File: src/rtl/muldiv_pkg.sv
// Shared definitions for the RV32M multiply/divide sequencer: op selectors,
// FSM states and the arithmetic corner-case constants.
package muldiv_pkg;

  localparam logic [2:0] F3_MUL    = 3'b000;
  localparam logic [2:0] F3_MULH   = 3'b001;
  localparam logic [2:0] F3_MULHSU = 3'b010;
  localparam logic [2:0] F3_MULHU  = 3'b011;
  localparam logic [2:0] F3_DIV    = 3'b100;
  localparam logic [2:0] F3_DIVU   = 3'b101;
  localparam logic [2:0] F3_REM    = 3'b110;
  localparam logic [2:0] F3_REMU   = 3'b111;

  localparam logic [31:0] INT_MIN = 32'h8000_0000;
  localparam logic [31:0] NEG_ONE = 32'hFFFF_FFFF;

  typedef enum logic [2:0] {
    S_IDLE = 3'd0,
    S_MUL  = 3'd1,
    S_DIV  = 3'd2,
    S_FIX  = 3'd3,
    S_DONE = 3'd4
  } state_t;

  // Magnitude of v when it is to be read as signed, raw value otherwise.
  function automatic logic [31:0] cond_abs(input logic [31:0] v, input logic sgn);
    return (sgn && v[31]) ? (~v + 32'd1) : v;
  endfunction

endpackage

File: src/rtl/muldiv_sequencer_div_step.sv
// One combinational restoring-division iteration on a {rem, quo} pair.
module div_step #(
  parameter int unsigned XLEN = 32
) (
  input  logic [XLEN-1:0] rem,
  input  logic [XLEN-1:0] quo,
  input  logic [XLEN-1:0] divisor,
  output logic [XLEN-1:0] rem_next,
  output logic [XLEN-1:0] quo_next
);

  // The shifted partial remainder needs one extra bit: rem can reach 2^XLEN-2.
  logic [XLEN:0] shifted;
  logic [XLEN:0] diff;
  logic          borrow;

  always_comb begin
    shifted          = {rem, quo[XLEN-1]};
    {borrow, diff}   = {1'b0, shifted} - {2'b00, divisor};
    rem_next         = XLEN'(borrow ? shifted : diff);
    quo_next         = {quo[XLEN-2:0], ~borrow};
  end

endmodule

File: src/rtl/muldiv_sequencer.sv
// RV32M multiply/divide sequencer for the EX stage: one registered multiply,
// 32-step restoring divide, one-cycle VALID pulse back to writeback.
module muldiv_sequencer
  import muldiv_pkg::*;
#(
  parameter int unsigned XLEN  = 32,
  parameter int unsigned CNT_W = 5
) (
  input  logic            CLK,
  input  logic            RESET,
  input  logic            START,
  input  logic            FLUSH,
  input  logic [2:0]      FUNCT3,
  input  logic [XLEN-1:0] OPERAND1,
  input  logic [XLEN-1:0] OPERAND2,
  input  logic [4:0]      DEST_IN,
  output logic            BUSY,
  output logic            VALID,
  output logic [XLEN-1:0] RESULT,
  output logic [4:0]      DEST_OUT
);

  state_t            state, state_nx;
  logic [2:0]        f3_q;
  logic [XLEN-1:0]   op1_q, op2_q;
  logic [XLEN-1:0]   rem_q, quo_q;
  logic [CNT_W-1:0]  cnt_q;
  logic [XLEN-1:0]   result_nx;

  logic              accept;
  logic              in_signed, in_rem, in_div0, in_ovf;
  logic              div_signed;
  logic [XLEN-1:0]   dvsr;
  logic [XLEN-1:0]   rem_step, quo_step;
  logic [XLEN-1:0]   quo_fix, rem_fix;
  logic              mul_s1, mul_s2;
  logic [2*XLEN-1:0] mul_a, mul_b, prod;

  assign accept    = (state == S_IDLE) && START && !FLUSH;
  assign in_signed = ~FUNCT3[0];
  assign in_rem    = FUNCT3[1];
  assign in_div0   = (OPERAND2 == '0);
  assign in_ovf    = in_signed && (OPERAND1 == INT_MIN) && (OPERAND2 == NEG_ONE);

  assign div_signed = ~f3_q[0];
  assign dvsr       = cond_abs(op2_q, div_signed);

  div_step #(.XLEN(XLEN)) u_div_step (
    .rem      (rem_q),
    .quo      (quo_q),
    .divisor  (dvsr),
    .rem_next (rem_step),
    .quo_next (quo_step)
  );

  // Sign-extending both operands to 2*XLEN makes one unsigned multiply
  // correct for every signedness combination in the low 2*XLEN bits.
  assign mul_s1 = (f3_q == F3_MULH) || (f3_q == F3_MULHSU);
  assign mul_s2 = (f3_q == F3_MULH);
  assign mul_a  = {{XLEN{mul_s1 & op1_q[XLEN-1]}}, op1_q};
  assign mul_b  = {{XLEN{mul_s2 & op2_q[XLEN-1]}}, op2_q};
  assign prod   = mul_a * mul_b;

  assign quo_fix = (div_signed && (op1_q[XLEN-1] ^ op2_q[XLEN-1])) ? (~quo_q + 1'b1) : quo_q;
  assign rem_fix = (div_signed && op1_q[XLEN-1]) ? (~rem_q + 1'b1) : rem_q;

  always_comb begin
    state_nx  = state;
    result_nx = RESULT;
    case (state)
      S_IDLE: begin
        if (accept) begin
          if (!FUNCT3[2]) begin
            state_nx = S_MUL;
          end else if (in_div0) begin
            state_nx  = S_DONE;
            result_nx = in_rem ? OPERAND1 : NEG_ONE;
          end else if (in_ovf) begin
            state_nx  = S_DONE;
            result_nx = in_rem ? '0 : INT_MIN;
          end else begin
            state_nx = S_DIV;
          end
        end
      end
      S_MUL: begin
        state_nx  = S_DONE;
        result_nx = (f3_q == F3_MUL) ? prod[XLEN-1:0] : prod[2*XLEN-1:XLEN];
      end
      S_DIV: begin
        if (cnt_q == CNT_W'(XLEN - 1)) state_nx = S_FIX;
      end
      S_FIX: begin
        state_nx  = S_DONE;
        result_nx = f3_q[1] ? rem_fix : quo_fix;
      end
      S_DONE:  state_nx = S_IDLE;
      default: state_nx = S_IDLE;
    endcase
    if (FLUSH && (state != S_IDLE)) begin
      state_nx  = S_IDLE;
      result_nx = RESULT;
    end
  end

  always_ff @(posedge CLK) begin
    if (RESET) begin
      state    <= S_IDLE;
      BUSY     <= 1'b0;
      VALID    <= 1'b0;
      RESULT   <= '0;
      DEST_OUT <= '0;
      f3_q     <= '0;
      op1_q    <= '0;
      op2_q    <= '0;
      rem_q    <= '0;
      quo_q    <= '0;
      cnt_q    <= '0;
    end else begin
      state  <= state_nx;
      BUSY   <= (state_nx != S_IDLE);
      VALID  <= (state_nx == S_DONE);
      RESULT <= result_nx;
      if (accept) begin
        f3_q     <= FUNCT3;
        op1_q    <= OPERAND1;
        op2_q    <= OPERAND2;
        DEST_OUT <= DEST_IN;
        cnt_q    <= '0;
        rem_q    <= '0;
        quo_q    <= cond_abs(OPERAND1, in_signed);
      end else if (state == S_DIV) begin
        rem_q <= rem_step;
        quo_q <= quo_step;
        cnt_q <= cnt_q + 1'b1;
      end
    end
  end

endmodule

File: config.mk
export PLATFORM = sky130hd
export DESIGN_NAME = muldiv_sequencer
export DESIGN_NICKNAME = d
export VERILOG_FILES = /design/src/rtl/muldiv_pkg.sv /design/src/rtl/muldiv_sequencer_div_step.sv /design/src/rtl/muldiv_sequencer.sv
export SDC_FILE = /design/constraint.sdc
export NUM_CORES = 2
export LEC_CHECK = 0
export ABC_AREA = 1
export CAP_MARGIN = 15
export CORE_ASPECT_RATIO = 0.7
export CORE_MARGIN = 1.5
export CORE_UTILIZATION = 66
export DETAILED_ROUTE_END_ITERATION = 8
export PLACE_DENSITY = 0.84
export RECOVER_POWER = 50
export SLEW_MARGIN = 25
export SYNTH_ARGS = -nofsm -noshare
export SYNTH_HDL_FRONTEND = slang
export SYNTH_SLANG_ARGS = --single-unit
File: constraint.sdc
create_clock -name CLK -period 8.65 [get_ports CLK]
set_input_delay 1.2975 -clock CLK [delete_from_list [all_inputs] [get_ports CLK]]
set_output_delay 1.2975 -clock CLK [all_outputs]
set_load 0.02 [all_outputs]
# --- Yosys cells after proc, flatten, opt, wreduce, memory -nomap -nowiden ---
# Index checks and enable logic that the tools add are counted.
classes:
  bitwise_logic: 11
  muxes: 23
  n_mul: 1
  addsub: 6
  reduce_logical: 21
  n_eq_ne: 12
op_table:
  columns: ["operator", "count"]
  rows:
  - ["2-to-1 mux 32 bit", 15]
  - ["adder 32 x 1 -> 32 bit (second input constant)", 4]
  - ["NOT 32 bit", 4]
  - ["one-hot mux 32 bit (3 select lines)", 1]
  - ["== test 32 bit (second input constant)", 2]
  - ["multiplier 33 x 33 -> 64 bit", 1]
  - ["subtractor 33 x 32 -> 34 bit", 1]
  - ["zero test 32 bit", 1]
  - ["2-to-1 mux 3 bit", 6]
  - ["== test 3 x 2 -> 1 bit (second input constant)", 3]
  - ["logical AND 1 bit", 9]
  - ["one-hot mux 3 bit (3 select lines)", 1]
  - ["nonzero test 3 bit", 3]
  - ["== test 3 x 1 -> 1 bit (second input constant)", 2]
  - ["zero test 3 bit", 2]
  - ["adder 5 x 1 -> 5 bit (second input constant)", 1]
  - ["== test 5 bit (second input constant)", 1]
  - ["AND reduction 5 bit", 1]
  - ["inequality test 2 bit (second input constant)", 2]
  - ["NOT 1 bit", 4]
  - ["OR reduction 2 bit", 2]
  - ["== test 3 bit (second input constant)", 1]
  - ["inequality test 3 bit (second input constant)", 1]
  - ["bitwise AND 1 bit", 2]
  - ["4 further kinds", 4]
word_totals:
  wordCells: 85
  input_bits: 76
  output_inout_bits: 39
  reg_bits: 178

# --- Logic depth before layout (Yosys ltp) ---
depth:
  depth_word: 10
  depth_mapped: 36
  ltp_nobuf: 35

# --- Hierarchy ---
# From an unflattened synthesis, not the netlist that was laid out.
hier_totals:
  hier_cells: 7652
  area_unflattened_um2: 54731.2
by_module_without_submodules:
  columns: ["mod", "area_each_um2", "cells_per_inst", "seq_area_each_um2", "instances"]
  rows:
  - ["muldiv_sequencer", 51373.0, 6982, 3563.4, 1]
  - ["div_step", 3358.2, 670, 0.0, 1]

# --- Worst setup path before layout ---
# No wires, ideal clock.
synth_path:
  path_kind: "reg2reg"
  startpoint: "register f3_q[1]"
  endpoint: "register RESULT[22]"
  t_arrival_ps: 7816
  t_required_ps: 8580
  setup_time_ps: 70
  path_slack_ps: 764
  path_buffers: 1
  path_stages_with_launch: 36
  synth_period_minus_slack_ps: 7886
  cell_sequence: "dfxtp_1 > clkinv_1 > nand3_1 > nand2_1 > nand2_1 > clkbuf_1 > nor2_1 > fa_1 > inv_1 > fa_1 > inv_1 > fa_1 > inv_1 > fa_1 > inv_1 > fa_1 > fa_1 > fa_1 > inv_1 > fa_1 > inv_1 > ha_1 > nand2_1 > nor2_1 > inv_1 > nor3_1 > inv_1 > nor2_1 > inv_1 > a21oi_1 > nor2_1 > nand2_1 > nand2_1 > nand3_1 > nand2_1 > a21oi_1"
synth_via:
  elab_chain_cells: 6
  word_cells_on_any_way: 10
  classes_between: "mul (1); eq/ne (2); mux (3); bitwise (2); reduce/logical (2)"
synth_rtl:
  columns: ["item", "line", "rtl"]
  rows:
  - ["start, declared", "muldiv_sequencer.sv:24", "logic [2:0] f3_q;"]
  - ["start signal, assigned", "muldiv_sequencer.sv:113", "f3_q <= '0;"]
  - ["start signal, assigned", "muldiv_sequencer.sv:125", "f3_q <= FUNCT3;"]
  - ["== test 3 x 1 -> 1 bit / == test 3 x 2 -> 1 bit (equally long branches)", "muldiv_sequencer.sv:58, muldiv_sequencer.sv:59", null]
  - ["logical OR 1 bit", "muldiv_sequencer.sv:58", "assign mul_s1 = (f3_q == F3_MULH) || (f3_q == F3_MULHSU);"]
  - ["bitwise AND 1 bit", "muldiv_sequencer.sv:60", "assign mul_a = {{XLEN{mul_s1 & op1_q[XLEN-1]}}, op1_q};"]
  - ["multiplier 33 x 33 -> 64 bit", "muldiv_sequencer.sv:62", "assign prod = mul_a * mul_b;"]
  - ["2-to-1 mux 32 bit", "muldiv_sequencer.sv:88", "result_nx = (f3_q == F3_MUL) ? prod[XLEN-1:0] : prod[2*XLEN-1:XLEN];"]
  - ["one-hot mux 32 bit (3 select lines) *", "muldiv_sequencer.sv:70", "case (state)"]
  - ["end signal, assigned", "muldiv_sequencer.sv:123", "RESULT <= result_nx;"]
  - ["end, declared", "muldiv_sequencer.sv:19", "output logic [XLEN-1:0] RESULT,"]
# Every way passes the cells marked *; elsewhere a longest branch is shown, timed or not.
# A chain may end at the register's enable or synchronous reset.

# --- Final worst setup path ---
layout_path:
  startpoint: "input FLUSH"
  endpoint: "register quo_q[17]"
layout_via:
  elab_chain_cells: 3
  word_cells_on_any_way: 4
  classes_between: "mux (1); reduce/logical (3)"
layout_rtl:
  columns: ["item", "line", "rtl"]
  rows:
  - ["start, declared", "muldiv_sequencer.sv:12", "input logic FLUSH,"]
  - ["zero test 1 bit *", "muldiv_sequencer.sv:39", "assign accept = (state == S_IDLE) && START && !FLUSH;"]
  - ["logical AND 1 bit *", "muldiv_sequencer.sv:39", null]
  - ["2-to-1 mux 32 bit / nonzero test 2 bit (equally long branches)", null, null]
  - ["end signal, assigned", "muldiv_sequencer.sv:131", "quo_q <= cond_abs(OPERAND1, in_signed);"]
  - ["end signal, assigned", "muldiv_sequencer.sv:134", "quo_q <= quo_step;"]
  - ["end, declared", "muldiv_sequencer.sv:26", "logic [XLEN-1:0] rem_q, quo_q;"]
# Marks and branches as above.

==> flow_summary_export.csv <==
group,metric,value,unit
status,status,"complete, but fails checks",
status,violations,"max-capacitance violations, max-slew violations",
worst_hold_path,min_path_cells,2,
critical_path,cp-start-kind,"input port",
cts,cts_hold_buf,0,
grt,grt_pass1_wl,311000,um
finish,syn_to_final_growth,6.72,%
power,irDropWorstVdd,0.164,mV
routing,first_pass_iters,7,
cts,clk_latency,0.51,ns
cts,clockRootBuffer,"clkbuf_16",
cts,cts.sinks,178,
synthesis,postSynthAreaPerCell,7.26,um^2
cts,cts_tree,"yes",
run,maxCapViolations,4,
synthesis,synth_cells,7420,
worst_hold_path,hp-class,"reg2reg",
timing,slew_headroom,-151,%
routing,antenna_left,0,
finish,nNetsFinal,8871,
grt,grt_pass1_vias,51900,
grt,grt_max_degree,80,
critical_path,crit_fanout,74,
timing,period_minus_slack,8.39,ns
floorplanning,die_y,242,um
timing,period_share,97.0,%
synthesis,synth-seq-cells,178,
floorplanning,dieArea,83300,um^2
timing,rsz0062_at_grt,"false",
synthesis,yosysTopAreaCell,"fa_1",
finish,final_area,57500,um^2
timing,fmax,0.119,GHz
floorplanning,rows,87,
timing,drv_slew,233,
timing,finalSetupViolations,0,
critical_path,cp-end-kind,"register",
synthesis,ys_seq_area_share,6.62,%
worst_hold_path,hold_path_end,"DEST_OUT[4]",
synthesis,synth_cell_type_count,52,
grt,grt_usage,50.5,%
synthesis,syn-num-nets,8873,
place,placed_cell_area,56800,um^2
routing,drt-vias-per-instance,6.02,
synthesis,syn_area,53900,um^2
synthesis,synth_area_leaders,"fa_1 (42%), inv_1 (13%), nand2_1 (13%)",
worst_hold_path,min_from,"DEST_OUT[4]",
critical_path,r2r_end,"RESULT[7]",
cts,cts_buffer_depth,2,
critical_path,crit_required,9.08,ns
grt,antenna_found_initial,5,
cts,h-tree-depth,4,
critical_path,arrival,8.83,ns
cts,cts_inserted_buffers,17,
grt,overflow,0,
timing,tightest_slew,3.76,ns
cts,path_clk_slew,0.09,ns
routing,drc,0,
critical_path,r2r_setup_slack,0.26,ns
power,p_per_area,108,nW/um^2
critical_path,timing.rr.start,"op2_q[21]",
floorplanning,coreArea,80700,um^2
place,gp_congestion,1.12,
finish,drive_gt1_share,4.29,%
routing,drt-initial-drc-count,7009,
floorplanning,die_w,344,um
critical_path,critical_path_class,"in2reg",
routing,routed_wl,207000,um
timing,skew,0.0215,ns
finish,fin_util,71.3,%
routing,num_vias,51100,
floorplanning,ioPinCount,115,
timing,finalSetupTns,0,ns
place,numPortBuffers,114,
place,dpl.hpwl,169000,um
power,p_leak,30.2,nW
routing,wl_per_cell,24.3,um
synthesis,netlist.area_leader.share,41.9,%
timing,final-hold-violation-count,0,
floorplanning,initial_core_util,66.8,%
critical_path,rr_worst_depth,26,
synthesis,ys_warn_count,0,
## kinds of logic after synthesis
logic type | count (synthesis) | share of synthesized area, %
adder cells (fa/ha/maj) | 1377 | 47.7
flip-flops | 178 | 6.62
AND/OR/NAND/NOR | 2787 | 20.9
AO/OA/AOI/OAI | 729 | 7.49
XOR/XNOR | 80 | 1.30
buffers and inverters | 2269 | 16.0
## through the flow
| stage | std cells | total power, W | setup WS [ns] | hold WS, ns |
|---|---|---|---|---|
| final | 8500 | 0.00619 | 0.256 | 0.481 |
| after global routing | 8499 | 0.00650 | 0.0232 | 0.512 |
| after CTS | 8497 | 0.00595 | 0.0375 | 0.482 |
| after detailed placement | 8463 | 0.00506 | 0.0154 | 0.471 |
| after global placement | 8463 | 0.00495 | 0.293 | 0.454 |
| after floorplan | 7420 | 0.00343 | 0.764 | 0.444 |
## cell usage in the layout, fill, tap and decap left out, drive strengths merged, types with 2 or more instances in the layout
cell type,n
a21oi,283
o21bai,23
o211a,4
nor4,12
o221ai,8
a221oi,3
clkinv,6
a211oi,16
o211ai,40
o21a,6
o21ai,307
o22ai,2
dlygate4sd3,40
nand2,1846
o31ai,3
nor3b,2
nand3b,9
dfxtp,178
a21o,4
a31oi,22
nor3,66
inv,1909
clkbuf,22
clkdlybuf4s50,74
xor2,59
buf,224
nor2,481
fa,1126
nand3,289
and2,2
o311ai,5
clkinvlp,4
or2,5
nand4,73
xnor2,21
ha,251
## worst max-delay path, stage by stage
cell and delay [ns]:
dlygate4sd3_1 0.53, inv_1 0.08, nand3_1 1.13, clkinvlp_2 1.44
clkbuf_1 2.65, nand2_1 1.00, a21oi_1 0.39, a21oi_1 0.06
a31oi_1 0.24
## what timing repair did
item                       4_1_cts  5_1_grt
setup endpoints to repair        2       18
setup buffers                    2        1
gates resized for setup          2       13
pin swaps                        0        1
## power breakdown
part           leakage [nW]  internal, W  switching, W  total, W
clock                 0.292     0.000422      0.000454  0.000876
sequential             1.46     0.000865      0.000125  0.000990
combinational          28.5      0.00139       0.00294   0.00432
## synthesized netlist by cell type (all sizes together)
library cell,number
nand2,1846
inv,1902
a21o,4
nor3,66
xnor2,21
and2,2
a21oi,283
or2,5
nand3b,9
o21a,6
fa,1126
a22oi,1
clkinv,5
a221oi,3
o22ai,2
buf,71
a2111oi,1
xor2,59
o21ai,307
o211ai,40
o31ai,3
o211a,4
nand3,289
nand4,73
nor4,12
nor3b,2
and3b,1
o21bai,23
nand2b,1
ha,251
o311ai,5
o221ai,8
nor2,481
a31oi,22
dfxtp,178
a211oi,16
a21boi,1
clkbuf,291
## per-layer routing
layer | vias to the layer above | GRT usage [%] | wire (um) | part of all wire (%)
met5 | - | 0 | 45 | 0.022
met1 | 24300 | 69.4 | 74500 | 36
met3 | 843 | 23.2 | 38300 | 19
met4 | 8 | 26.1 | 13600 | 6.6
li1 | 21700 | - | - | -
met2 | 4247 | 66.4 | 80200 | 39
## state kept, by name, indices dropped and copies added (netlist names)
| name | cells |
|---|---|
| op1_q | 32 |
| quo_q | 32 |
| BUSY | 1 |
| VALID | 1 |
| DEST_OUT | 5 |
| f3_q | 3 |
| op2_q | 32 |
| RESULT | 32 |
| rem_q | 32 |
| state | 3 |
| cnt_q | 5 |
## how the worst max path moves through the flow
| stage | cells after the start | start | end | slack (ns) |
|---|---|---|---|---|
| after floorplan | 35 | f3_q[1] | RESULT[22] | 0.76 |
| after global placement | 31 | f3_q[1] | RESULT[27] | 0.29 |
| after detailed placement | 31 | f3_q[1] | RESULT[22] | 0.02 |
| after CTS | 34 | f3_q[0] | RESULT[22] | 0.04 |
| after global routing | 25 | op2_q[17] | RESULT[28] | 0.02 |
| final | 9 | FLUSH | quo_q[17] | 0.26 |
## layout make-up
type / count / area (um^2)
diodes: 1 / 2.50
clock inverters: 13 / 154
repair buffers: 341 / 3070
fillers: 6190 / 23200
inverters: 1907 / 7170
flip-flops and latches: 178 / 3580
well taps: 1068 / 1340
multi-input cells: 4973 / 41700
clock buffers: 19 / 443
No activity file was read; power rests on OpenSTA's default activity.
